### src/rtl/boreal_ledger.sv
// boreal_ledger: append-only hash-chained audit log with FWFT readout queue.
// Optional BOREAL_LEDGER_SEAL_EN adds a sticky seal that freezes the chain.
module boreal_ledger #(
    parameter int DEPTH = 16,
    parameter int CW    = $clog2(DEPTH) + 1
) (
    input  logic          clk,
    input  logic          rst_n,
    input  logic          ledger_wr_en,
    input  logic [31:0]   led_opcode,
    input  logic [31:0]   led_nonce,
    input  logic [31:0]   led_policy_hash,
    input  logic          led_committed,
    output logic          led_ready,
    input  logic          rd_req,
    output logic          rd_valid,
    output logic [31:0]   rd_opcode,
    output logic [31:0]   rd_nonce,
    output logic          rd_committed,
    output logic [31:0]   rd_seq,
    output logic [31:0]   rd_chain,
    output logic [31:0]   head_hash,
    output logic [31:0]   seq_num,
    output logic [CW-1:0] entry_count,
    output logic          overflow,
    output logic          err_busy,
    input  logic          seal,
    output logic          sealed
);
    localparam int AW = $clog2(DEPTH);

    typedef enum logic [1:0] {S_IDLE, S_HASH, S_STORE} state_t;

    state_t          state_q, state_d;
    logic [31:0]     op_q, op_d, nonce_q, nonce_d, pol_q, pol_d;
    logic            com_q, com_d;
    logic [31:0]     head_q, head_d, seq_q, seq_d;
    logic [AW-1:0]   wr_ptr_q, wr_ptr_d, rd_ptr_q, rd_ptr_d;
    logic [CW-1:0]   count_q, count_d;
    logic            overflow_q, overflow_d, err_busy_q, err_busy_d;
    logic [128:0]    mem_q [DEPTH];
    logic [128:0]    wr_word, rd_word;
    logic [31:0]     mix, h_new;
    logic            sealed_w, seal_now, accept, full, do_wr, do_pop;

`ifdef BOREAL_LEDGER_SEAL_EN
    logic sealed_q, sealed_d;
    assign seal_now = (state_q == S_IDLE) && seal;
    // Seal is sticky until reset
    always_comb sealed_d = sealed_q | seal_now;
    // Seal register
    always_ff @(posedge clk) sealed_q <= !rst_n ? 1'b0 : sealed_d;
    assign sealed_w = sealed_q;
`else
    logic seal_unused;
    assign seal_unused = seal;
    assign seal_now    = 1'b0;
    assign sealed_w    = 1'b0;
`endif

    assign led_ready = (state_q == S_IDLE) && !sealed_w;
    assign accept    = led_ready && ledger_wr_en && !seal_now;
    assign full      = count_q == CW'(DEPTH);
    assign rd_valid  = count_q != '0;
    assign do_wr     = (state_q == S_STORE) && !full;
    assign do_pop    = rd_req && rd_valid;
    assign mix       = head_q ^ op_q;
    assign h_new     = {mix[26:0], mix[31:27]} + (nonce_q ^ pol_q) + {31'b0, com_q} + seq_q;
    // In S_STORE head_q already holds h' and seq_q is one past the record's sequence
    assign wr_word   = {op_q, nonce_q, com_q, seq_q - 32'd1, head_q};
    assign rd_word   = rd_valid ? mem_q[rd_ptr_q] : '0;

    // Next-state, record latch, chain update and queue bookkeeping
    always_comb begin
        state_d    = accept ? S_HASH : state_q == S_HASH ? S_STORE : state_q == S_STORE ? S_IDLE : state_q;
        op_d       = accept ? led_opcode : op_q;
        nonce_d    = accept ? led_nonce : nonce_q;
        pol_d      = accept ? led_policy_hash : pol_q;
        com_d      = accept ? led_committed : com_q;
        head_d     = state_q == S_HASH ? h_new : head_q;
        seq_d      = state_q == S_HASH ? seq_q + 32'd1 : seq_q;
        wr_ptr_d   = wr_ptr_q + AW'(do_wr);
        rd_ptr_d   = rd_ptr_q + AW'(do_pop);
        count_d    = count_q + CW'(do_wr) - CW'(do_pop);
        overflow_d = overflow_q | ((state_q == S_STORE) && full);
        err_busy_d = err_busy_q | (ledger_wr_en && !led_ready);
    end

    // State and control registers
    always_ff @(posedge clk) begin
        if (!rst_n) begin
            state_q    <= S_IDLE;
            op_q       <= '0;
            nonce_q    <= '0;
            pol_q      <= '0;
            com_q      <= 1'b0;
            head_q     <= 32'h6A09E667;
            seq_q      <= '0;
            wr_ptr_q   <= '0;
            rd_ptr_q   <= '0;
            count_q    <= '0;
            overflow_q <= 1'b0;
            err_busy_q <= 1'b0;
        end else begin
            state_q    <= state_d;
            op_q       <= op_d;
            nonce_q    <= nonce_d;
            pol_q      <= pol_d;
            com_q      <= com_d;
            head_q     <= head_d;
            seq_q      <= seq_d;
            wr_ptr_q   <= wr_ptr_d;
            rd_ptr_q   <= rd_ptr_d;
            count_q    <= count_d;
            overflow_q <= overflow_d;
            err_busy_q <= err_busy_d;
        end
    end

    // Queue storage; contents are unreachable after reset since pointers clear
    always_ff @(posedge clk) begin
        if (rst_n && do_wr) mem_q[wr_ptr_q] <= wr_word;
    end

    assign rd_opcode    = rd_word[128:97];
    assign rd_nonce     = rd_word[96:65];
    assign rd_committed = rd_word[64];
    assign rd_seq       = rd_word[63:32];
    assign rd_chain     = rd_word[31:0];
    assign head_hash    = head_q;
    assign seq_num      = seq_q;
    assign entry_count  = count_q;
    assign overflow     = overflow_q;
    assign err_busy     = err_busy_q;
    assign sealed       = sealed_w;
endmodule

### config.mk
export PLATFORM = sky130hd
export DESIGN_NAME = boreal_ledger
export DESIGN_NICKNAME = d
export VERILOG_FILES = /design/src/rtl/boreal_ledger.sv
export SDC_FILE = /design/constraint.sdc
export NUM_CORES = 2
export LEC_CHECK = 0
export CORE_AREA = 2 2 507 509
export CTS_BUF_LIST = sky130_fd_sc_hd__clkbuf_16
export DETAILED_ROUTE_END_ITERATION = 10
export DIE_AREA = 0 0 509 511
export GPL_ROUTABILITY_DRIVEN = 0
export SETUP_SLACK_MARGIN = 0.2
export SLEW_MARGIN = 5
export SYNTH_ARGS = -nofsm -noshare
export SYNTH_HDL_FRONTEND = slang
export SYNTH_SLANG_ARGS = --single-unit
export TNS_END_PERCENT = 100
### constraint.sdc
create_clock -name clk -period 20.9 [get_ports clk]
set_input_delay 3.135 -clock clk [delete_from_list [all_inputs] [get_ports clk]]
set_output_delay 3.135 -clock clk [all_outputs]
set_load 0.02 [all_outputs]
==> results.toml <==
[routing]
first_iter_violations = 4236
route.vias.total = 43570
wl_per_cell_um = 28.73
drc = 0
wirelength_um = 238400
via_per_inst = 5.249
ant_nets = 0
dr.pass1.iters = 6

[yosys]
syn_area_per_cell_sq_um = 20.39
synthArstFlopShare_pct = 0
synth.most_common_cell = "edfxtp_1"
ys_warn_count = 0
yosysUniqueCellTypes = 64
syn-num-nets = 4525
synth_area_leaders = "edfxtp_1, mux4_2, dfxtp_1"
ys_seq_elements = 2242
synthFlopType = "edfxtp_1"
ys_seq_area_share_pct = 74.01
yosys-top-cells-count = "edfxtp_1, mux4_2, nand2_1"
yosysTopAreaCellShare_pct = 69.98
post-synth-top-area-cell = "edfxtp_1"
synthCells = 4344
synth_edf_count = 2064
netlist_area_sq_um = 88560

[floorplan]
core_sq_um = 255300
ios = 305
rows = 186
fp.dieH_um = 511
initial_core_util_pct = 34.69
die_w_um = 509
dieArea_sq_um = 260100

[sta]
fin_skew_ns = 0.04023
worstMarginPinSlew_ns = 1.343
relSlewSlack_pct = 10.15
fin_crit_sh_pct = 47.97
setup_viol = 0
fmax_mhz = 99.75
rsz0062_at_grt = "false"
whs_ns = 0.4666
fin_crit_ns = 10.02
hold_viol_final = 0
setup_tns_ns = 0
drv_slew = 0

[worst_setup_path]
critPathLaunchType = "register"
path_class = "register to primary output"
worstPathArrival_ns = 6.89
critPathRequiredTime_ns = 17.77
critPathCaptureType = "primary output"
cp_max_fo = 62

[global_routing]
grt_antenna_before_repair = 19
first_global_vias = 44330
grt.total_usage_pct = 18.15
overflow = 0
grt_max_degree = 132
grt_pass1_wl_um = 335400

[clocking]
cts_tree = "built"
cts_resized = 0
postCtsSetupBuffers = 0
cts-hold-fix-buffers = 0
cts_buffer_depth = 3
cts_sinks = 2242
clk_latency_ns = 0.85
htreeDepth = 4
cts_root_buf = "clkbuf_16"
cts_buffers = 217
path_clk_slew_ns = 0.06

[power_and_ir_drop]
power.density_nw_per_um2 = 113.2
ir_drop_mv = 0.08914
leakage_uw = 0.03190

[run]
maxCapViolations = 0

[place]
dpl.cell_count = 7885
io_buffer_count = 302
dp_hpwl_um = 139000

[outcome]
status = "completed"

[hold_path]
min_path_type = "register to register"

[cells_and_area]
nNetsFinal = 4901
drive_above_1_share_pct = 22.38
fillers = 22470
stdcell_count = 8300
area_delta_synth_final_pct = 15.99
==> placed cells by master, fill, tap and decap left out, types with 91 or more instances in the layout <==
cell type / netlist / routed
edfxtp_1: 2064 / 2064
mux4_2: 645 / 645
clkdlybuf4s50_1: 0 / 302
nand2_1: 262 / 261
clkbuf_16: 0 / 221
dfxtp_1: 178 / 174
inv_1: 103 / 151
a21oi_1: 149 / 149
and2_1: 137 / 136
xnor2_1: 122 / 119
buf_4: 34 / 104
nor2_1: 103 / 91
==> per-stage QoR <==
step	area [sq um]	total power, uW	utilization, %	setup WS [ns]
2_1_floorplan	88560	6956	-	7.567
3_3_place_gp	95720	7975	37.49	11.68
6_report	102700	11630	40.24	10.88
4_1_cts	102700	11780	40.22	10.76
3_5_place_dp	95720	7987	37.49	11.71
5_1_grt	102700	12080	40.23	10.64
==> flip-flops by register name (all words and copies together), names as in the netlist <==
signal	cells
seq_num	32
entry_count	5
mem_q	2064
err_busy	1
overflow	1
state_q	2
head_hash	32
rd_ptr_q	4
op_q	32
wr_ptr_q	4
nonce_q	32
pol_q	32
com_q	1
==> routing by layer <==
| metal | up-vias | routed length, um | global-route usage, % |
|---|---|---|---|
| met5 | - | 11 | 0 |
| met4 | 2 | 8778 | 6.495 |
| met3 | 310 | 13730 | 2.805 |
| met2 | 1473 | 120400 | 30.66 |
| met1 | 23530 | 95530 | 23.70 |
| li1 | 18250 | - | - |
==> final cells by class <==
class	count	area [sq um]	area share, %
multi-input combinational	1743	21650	21.08
tap	3384	4234	4.122
timing repair buffer	410	3884	3.781
clock buffer	221	5530	5.384
clock inverter	189	1444	1.406
inverter	106	407.9	0.3971
antenna	5	12.51	0.01218
sequential	2242	65560	63.82
==> power breakdown <==
| group | internal (uW) | switching, uW | total (uW) |
|---|---|---|---|
| logic | 1270 | 1410 | 2690 |
| registers | 5020 | 114 | 5140 |
| clock network | 2110 | 1700 | 3810 |
| total | 8410 | 3230 | 11600 |
==> critical path, cell delays in order, from the launching register on <==
cell and delay [ns]:
dfxtp_4 0.94, buf_4 0.88, buf_4 0.83, buf_4 0.64, buf_4 0.82, mux4_2 0.42, mux4_2 0.50, and2_1 0.21
clkdlybuf4s50_1 0.54
==> final timing paths <==
check | from | to | slack (ns) | cells past startpoint
hold reg to reg | pol_q[8] | pol_q[8] | 0.47 | 2
setup / recovery | rd_ptr_q[1] | rd_nonce[4] | 10.88 | 8
setup reg to reg | state_q[0] | mem_q[4][65] | 16.17 | 8
hold / removal | pol_q[8] | pol_q[8] | 0.47 | 2
==> cells by family after synthesis <==
kind of cell	after synthesis	synth area share [%]
adders and majority gates	79	1.396
AOI/OAI and AO/OA	238	1.546
xor gates and xnor gates	149	1.473
and+or+nand+nor	621	3.351
other	1	0.004234
buffers and inverters	359	1.708
DFF	2242	74.01
muxes	655	16.52
No activity file was read; power rests on OpenSTA's default activity.
